[src/rtl/usart_rx_deframer.sv]
// 8N1 UART receive deframer: 2-flop synchronizer, mid-bit sampling FSM, byte FIFO.
// Define USART_RX_PARITY_EN to add an even-parity bit between d7 and stop (11-bit frames).
module usart_rx_deframer #(
    parameter int CLOCKS_PER_BIT = 868,
    parameter int FIFO_DEPTH     = 16
) (
    input  logic       clk,
    input  logic       reset,
    input  logic       rx,
    output logic [7:0] rx_data,
    output logic       rx_valid,
    input  logic       rx_ready,
    output logic       frame_err,
    output logic       parity_err,
    output logic       overrun
);
    localparam int CW = $clog2(CLOCKS_PER_BIT);
    localparam int AW = $clog2(FIFO_DEPTH);
    localparam logic [CW-1:0] HALF_LAST = CW'(CLOCKS_PER_BIT/2 - 1);
    localparam logic [CW-1:0] BIT_LAST  = CW'(CLOCKS_PER_BIT - 1);
    localparam logic [AW:0]   FULL_CNT  = (AW+1)'(FIFO_DEPTH);

    typedef enum logic [2:0] {
        S_IDLE, S_START, S_DATA, S_PARITY, S_STOP, S_BREAK
    } state_t;

    state_t          r_state, w_state_nxt;
    logic [1:0]      r_sync;
    logic            w_rx_s;
    logic [CW-1:0]   r_cnt;
    logic [2:0]      r_idx;
    logic [7:0]      r_shift;
    logic            w_cnt_clr, w_sample, w_push, w_ferr;
    logic            r_ferr, r_ovr;

    logic [7:0]      r_mem [FIFO_DEPTH];
    logic [AW-1:0]   r_wr_ptr, r_rd_ptr;
    logic [AW:0]     r_count;
    logic            w_pop, w_full, w_wr, w_ovr;

    // rx is asynchronous to clk; two flops before anything looks at it
    always_ff @(posedge clk or posedge reset) begin
        if (reset) r_sync <= 2'b11;
        else       r_sync <= {r_sync[0], rx};
    end
    assign w_rx_s = r_sync[1];

    always_ff @(posedge clk or posedge reset) begin
        if (reset) r_state <= S_IDLE;
        else       r_state <= w_state_nxt;
    end

`ifdef USART_RX_PARITY_EN
    logic w_perr, r_perr;
`endif

    always_comb begin
        w_state_nxt = r_state;
        w_cnt_clr   = 1'b0;
        w_sample    = 1'b0;
        w_push      = 1'b0;
        w_ferr      = 1'b0;
`ifdef USART_RX_PARITY_EN
        w_perr      = 1'b0;
`endif
        case (r_state)
            S_IDLE: begin
                w_cnt_clr = 1'b1;
                if (!w_rx_s) w_state_nxt = S_START;
            end
            S_START: begin
                // mid start bit: a line back high here was only a glitch
                if (r_cnt == HALF_LAST) begin
                    w_cnt_clr   = 1'b1;
                    w_state_nxt = w_rx_s ? S_IDLE : S_DATA;
                end
            end
            S_DATA: begin
                if (r_cnt == BIT_LAST) begin
                    w_cnt_clr = 1'b1;
                    w_sample  = 1'b1;
                    if (r_idx == 3'd7) begin
`ifdef USART_RX_PARITY_EN
                        w_state_nxt = S_PARITY;
`else
                        w_state_nxt = S_STOP;
`endif
                    end
                end
            end
`ifdef USART_RX_PARITY_EN
            S_PARITY: begin
                if (r_cnt == BIT_LAST) begin
                    w_cnt_clr   = 1'b1;
                    w_perr      = (w_rx_s != ^r_shift);
                    w_state_nxt = S_STOP;
                end
            end
`endif
            S_STOP: begin
                if (r_cnt == BIT_LAST) begin
                    w_cnt_clr = 1'b1;
                    if (w_rx_s) begin
                        w_push      = 1'b1;
                        w_state_nxt = S_IDLE;
                    end else begin
                        w_ferr      = 1'b1;
                        w_state_nxt = S_BREAK;
                    end
                end
            end
            S_BREAK: begin
                w_cnt_clr = 1'b1;
                if (w_rx_s) w_state_nxt = S_IDLE;
            end
            default: w_state_nxt = S_IDLE;
        endcase
    end

    always_ff @(posedge clk or posedge reset) begin
        if (reset)          r_cnt <= '0;
        else if (w_cnt_clr) r_cnt <= '0;
        else                r_cnt <= r_cnt + CW'(1);
    end

    always_ff @(posedge clk or posedge reset) begin
        if (reset) begin
            r_idx   <= 3'd0;
            r_shift <= 8'h00;
        end else begin
            if (r_state != S_DATA) r_idx <= 3'd0;
            else if (w_sample)     r_idx <= r_idx + 3'd1;
            if (w_sample) r_shift[r_idx] <= w_rx_s;
        end
    end

    // FIFO: a push into a full FIFO only lands if the head leaves the same cycle
    assign w_pop  = rx_valid && rx_ready;
    assign w_full = (r_count == FULL_CNT);
    assign w_wr   = w_push && (!w_full || w_pop);
    assign w_ovr  = w_push && w_full && !w_pop;

    always_ff @(posedge clk) begin
        if (w_wr) r_mem[r_wr_ptr] <= r_shift;
    end

    always_ff @(posedge clk or posedge reset) begin
        if (reset) begin
            r_wr_ptr <= '0;
            r_rd_ptr <= '0;
            r_count  <= '0;
        end else begin
            if (w_wr)  r_wr_ptr <= r_wr_ptr + AW'(1);
            if (w_pop) r_rd_ptr <= r_rd_ptr + AW'(1);
            case ({w_wr, w_pop})
                2'b10:   r_count <= r_count + (AW+1)'(1);
                2'b01:   r_count <= r_count - (AW+1)'(1);
                default: r_count <= r_count;
            endcase
        end
    end

    assign rx_valid = (r_count != '0);
    assign rx_data  = rx_valid ? r_mem[r_rd_ptr] : 8'h00;

    always_ff @(posedge clk or posedge reset) begin
        if (reset) begin
            r_ferr <= 1'b0;
            r_ovr  <= 1'b0;
        end else begin
            r_ferr <= w_ferr;
            r_ovr  <= w_ovr;
        end
    end
    assign frame_err = r_ferr;
    assign overrun   = r_ovr;

`ifdef USART_RX_PARITY_EN
    always_ff @(posedge clk or posedge reset) begin
        if (reset) r_perr <= 1'b0;
        else       r_perr <= w_perr;
    end
    assign parity_err = r_perr;
`else
    assign parity_err = 1'b0;
`endif

endmodule

[config.mk]
export PLATFORM = sky130hd
export DESIGN_NAME = usart_rx_deframer
export DESIGN_NICKNAME = d
export VERILOG_FILES = /design/src/rtl/usart_rx_deframer.sv
export SDC_FILE = /design/constraint.sdc
export NUM_CORES = 1
export LEC_CHECK = 0
export ABC_AREA = 1
export CORE_ASPECT_RATIO = 1.25
export CORE_UTILIZATION = 45
export DETAILED_ROUTE_END_ITERATION = 8
export GPL_TIMING_DRIVEN = 1
export MAX_ROUTING_LAYER = met4
export PLACE_DENSITY = 0.66
export SLEW_MARGIN = 25
export SYNTH_ARGS = -nofsm -noshare
export SYNTH_HDL_FRONTEND = slang
export SYNTH_SLANG_ARGS = --single-unit
[constraint.sdc]
create_clock -name clk -period 4.5 [get_ports clk]
set_input_delay 0.45 -clock clk [delete_from_list [all_inputs] [get_ports clk]]
set_output_delay 0.45 -clock clk [all_outputs]
set_load 0.02 [all_outputs]
==> flow_summary_export.csv <==
group,metric,value,unit
synth,synth.largest_area_cell,"edfxtp_1",
synth,synth_area,0.00737,mm2
detailed_routing,drc,0,
die,initial_core_util,46.6,%
pwr,powerDensity,520,mW/mm2
placement,io_buffers,14,
finish,areaGrowthSynthToFinish,11.7,%
timing,post-route-min-period,3.51,ns
clock_network,htree_num_levels,4,
synth,synth_cell_type_count,36,
detailed_routing,avgViaCountPerCell,5.31,
pwr,p_total,4.28,mW
timing,finalHoldViolations,0,
clock_network,clkTransAtPathRegs,0.06,ns
detailed_routing,vias,4886,
grt,grt_pass1_vias,4940,
die,io-pin-count,16,
die,core_area,0.0158,mm2
timing,finalSetupViolCount,0,
pwr,swShare,32.3,%
synth,syn_inst,687,
pwr,pwr-share-clk,31.6,%
pwr,p_int,2.90,mW
placement,place_congestion,0.813,
setup_path,arrival,3.06,ns
placement,place_hpwl,9.67,mm
placement,dp_cells,892,
finish,layout-drive-gt1-share,8.04,%
setup_path,end_kind,"primary output",
synth,ys_warn_count,0,
grt,antenna_found_initial,0,
grt,track_usage,20.5,%
timing,grt_setup_unrepaired,"no",
die,fp-row-count,51,
pwr,switchingPower,1.38,mW
finish,nNetsFinal,716,
die,die_area,0.0169,mm2
timing,slew_violations,0,
pwr,leakagePower,3.35,nW
clock_network,postCtsSetupBuffers,0,
detailed_routing,firstDrtPassIters,7,
synth,synthTopCellsByArea,"edfxtp_1, dfrtp_1, nand2_1",
detailed_routing,drt-total-wl,15.6,mm
clock_network,root_buffer,"clkbuf_16",
grt,grt_pass1_wl,25.3,mm
timing,worst_pin_slew,0.981,ns
synth,synth-simple-area-share,18.9,%
die,dieWidth,116,um
clock_network,clock-sinks,169,
timing,finalSetupTns,0,ns
synth,synth_compound_area_share,7.81,%
setup_path,start_kind,"flip-flop",
clock_network,cts_tree,"built",
timing,fin_crit_sh,77.9,%
synth,synthAdderAreaFrac,2.31,%
clock_network,postCtsHoldBufs,0,
clock_network,numCtsBuffers,17,
finish,diodes,0,
timing,max_clock_freq,285,MHz
synth,syn_avg_cell_area,10.7,um2
detailed_routing,wl_per_cell,17.0,um
status,outcome,"completed",
clock_network,clkLatencyLatePin,0.43,ns
pwr,power_frac_seq,41.0,%
hold_path,hp-class,"flip-flop to flip-flop",
synth,synth_top_family_by_area,"simple AND/OR/NAND/NOR gates",
finish,final_cell_mix,"nand2_1, edfxtp_1, nor2_1",
pwr,ir_drop,0.226,mV
synth,netlist.area_leader.share,52.1,%
setup_path,worst-path-max-fanout,54,
clock_network,ctsLongestPathBuffers,2,
synth,synthMuxAreaShare,0,%
synth,synth.net_count,704,
run,cap_violations,0,
grt,grt_max_degree,66,
synth,synthXorXnorAreaFrac,1.19,%
synth,ys_seq_area_share,66.1,%
detailed_routing,dr.first_iter.drc_count,447,
timing,fin_skew,0.0195,ns
clock_network,cts_resized,0,
grt,grt_remaining_overflow,0,
pwr,p_comb_share,27.4,%
setup_path,critPathKind,"flip-flop to primary output",
finish,stdcell_count,921,
timing,slew_headroom,34.5,%
setup_path,cp.required,4.05,ns
detailed_routing,ant_nets,0,
finish,mostFrequentLayoutCell,"nand2_1",
synth,ys_seq_elements,169,
die,chipHeight,145,um
routing by layer:
metal  routed length (um)  vias up  GRT usage (%)  part of all wire, %
li1                     -     2374              -                    -
met1                 6570     2380           25.0                   42
met2                 8240      122           33.9                   53
met3                  611       10           4.39                  3.9
met4                  204        0           6.09                  1.3
met5                    0        -              -                    0
cells in the mapped netlist:
cell type and number:
nand2_1 157, edfxtp_1 128, nor2_1 90, a21oi_1 54
nand3_1 45, dfrtp_1 39, inv_1 38, o21ai_0 27
o31ai_1 16, buf_2 13, ha_1 12, clkbuf_1 10
nand2_2 8, xor2_1 8, nor2_2 5, nor3_1 5
nand4_1 4, nand3_2 3, nor4_1 3, a22o_1 2
dfstp_2 2, inv_2 2, nor2_4 2, xnor2_1 2
buf_1 1, buf_4 1, clkinv_1 1, conb_1 1
fa_1 1, nand3b_1 1, nand4_2 1, nor2_8 1
o211ai_1 1, o211ai_2 1, o21ai_1 1, o21bai_1 1
final timing paths:
| check | from | to | slack [ns] | cells past startpoint |
|---|---|---|---|---|
| max reg2reg | r_cnt[0]$_DFF_PP0_ | r_count[4]$_DFFE_PP0P_ | 1.84 | 18 |
| max | r_rd_ptr[0]$_DFFE_PP0P_ | rx_data[0] | 0.99 | 9 |
| min | r_sync[0]$_DFF_PP1_ | r_sync[1]$_DFF_PP1_ | 0.36 | 0 |
| min reg2reg | r_sync[0]$_DFF_PP1_ | r_sync[1]$_DFF_PP1_ | 0.36 | 0 |
| min in group asynchronous | reset | r_count[3]$_DFFE_PP0P_ | 0.45 | 3 |
| max in group asynchronous | reset | r_rd_ptr[0]$_DFFE_PP0P_ | 3.62 | 3 |
cell type report:
type / count / area, um2
clock buffer: 19 / 433
tap: 212 / 265
timing repair buffer: 18 / 170
clock inverter: 10 / 106
inverter: 41 / 154
fill: 1425 / 7590
multi-input combinational: 452 / 2230
sequential: 169 / 4870
sequential cells by signal, summed over array words and instances, names as in the netlist:
register	flops
r_state	3
r_wr_ptr	4
overrun	1
r_shift	8
r_cnt	10
frame_err	1
r_idx	3
r_count	5
r_rd_ptr	4
r_sync	2
r_mem	128
power groups by stage:
stage	Clock [mW]	Sequential [mW]	Combinational (mW)
2_1_floorplan	0	1.76	0.834
3_3_place_gp	0	1.78	1.15
3_5_place_dp	0	1.79	1.16
4_1_cts	1.38	1.75	1.18
5_1_grt	1.43	1.76	1.30
6_report	1.35	1.76	1.17
metrics by stage:
step | utilization, % | hold WS, ns | setup slack [ns] | area [um2]
3_3_place_gp | 48.6 | 0.345 | 1.49 | 7690
5_1_grt | 52.0 | 0.365 | 0.727 | 8230
2_1_floorplan | - | 0.345 | 2.27 | 7370
6_report | 52.0 | 0.356 | 0.993 | 8230
3_5_place_dp | 48.6 | 0.347 | 1.48 | 7690
4_1_cts | 52.0 | 0.355 | 0.994 | 8230
kinds of logic after synthesis:
logic type	count (synthesis)
xor+xnor	10
compound gates	103
buf+inv	66
simple gates	325
fa+ha+maj	13
flops	169
other cells	1
worst max-delay path, cell delays in order, from the launching register on:
cell and delay (ns):
dfrtp_2 0.42, inv_2 0.68, buf_4 0.32, nand2_1 0.07, nand3_1 0.07, nand2_1 0.06
a21oi_1 0.12, o31ai_1 0.10, a21oi_1 0.18, clkdlybuf4s50_1 0.61
No activity file was read; power rests on OpenSTA's default activity.
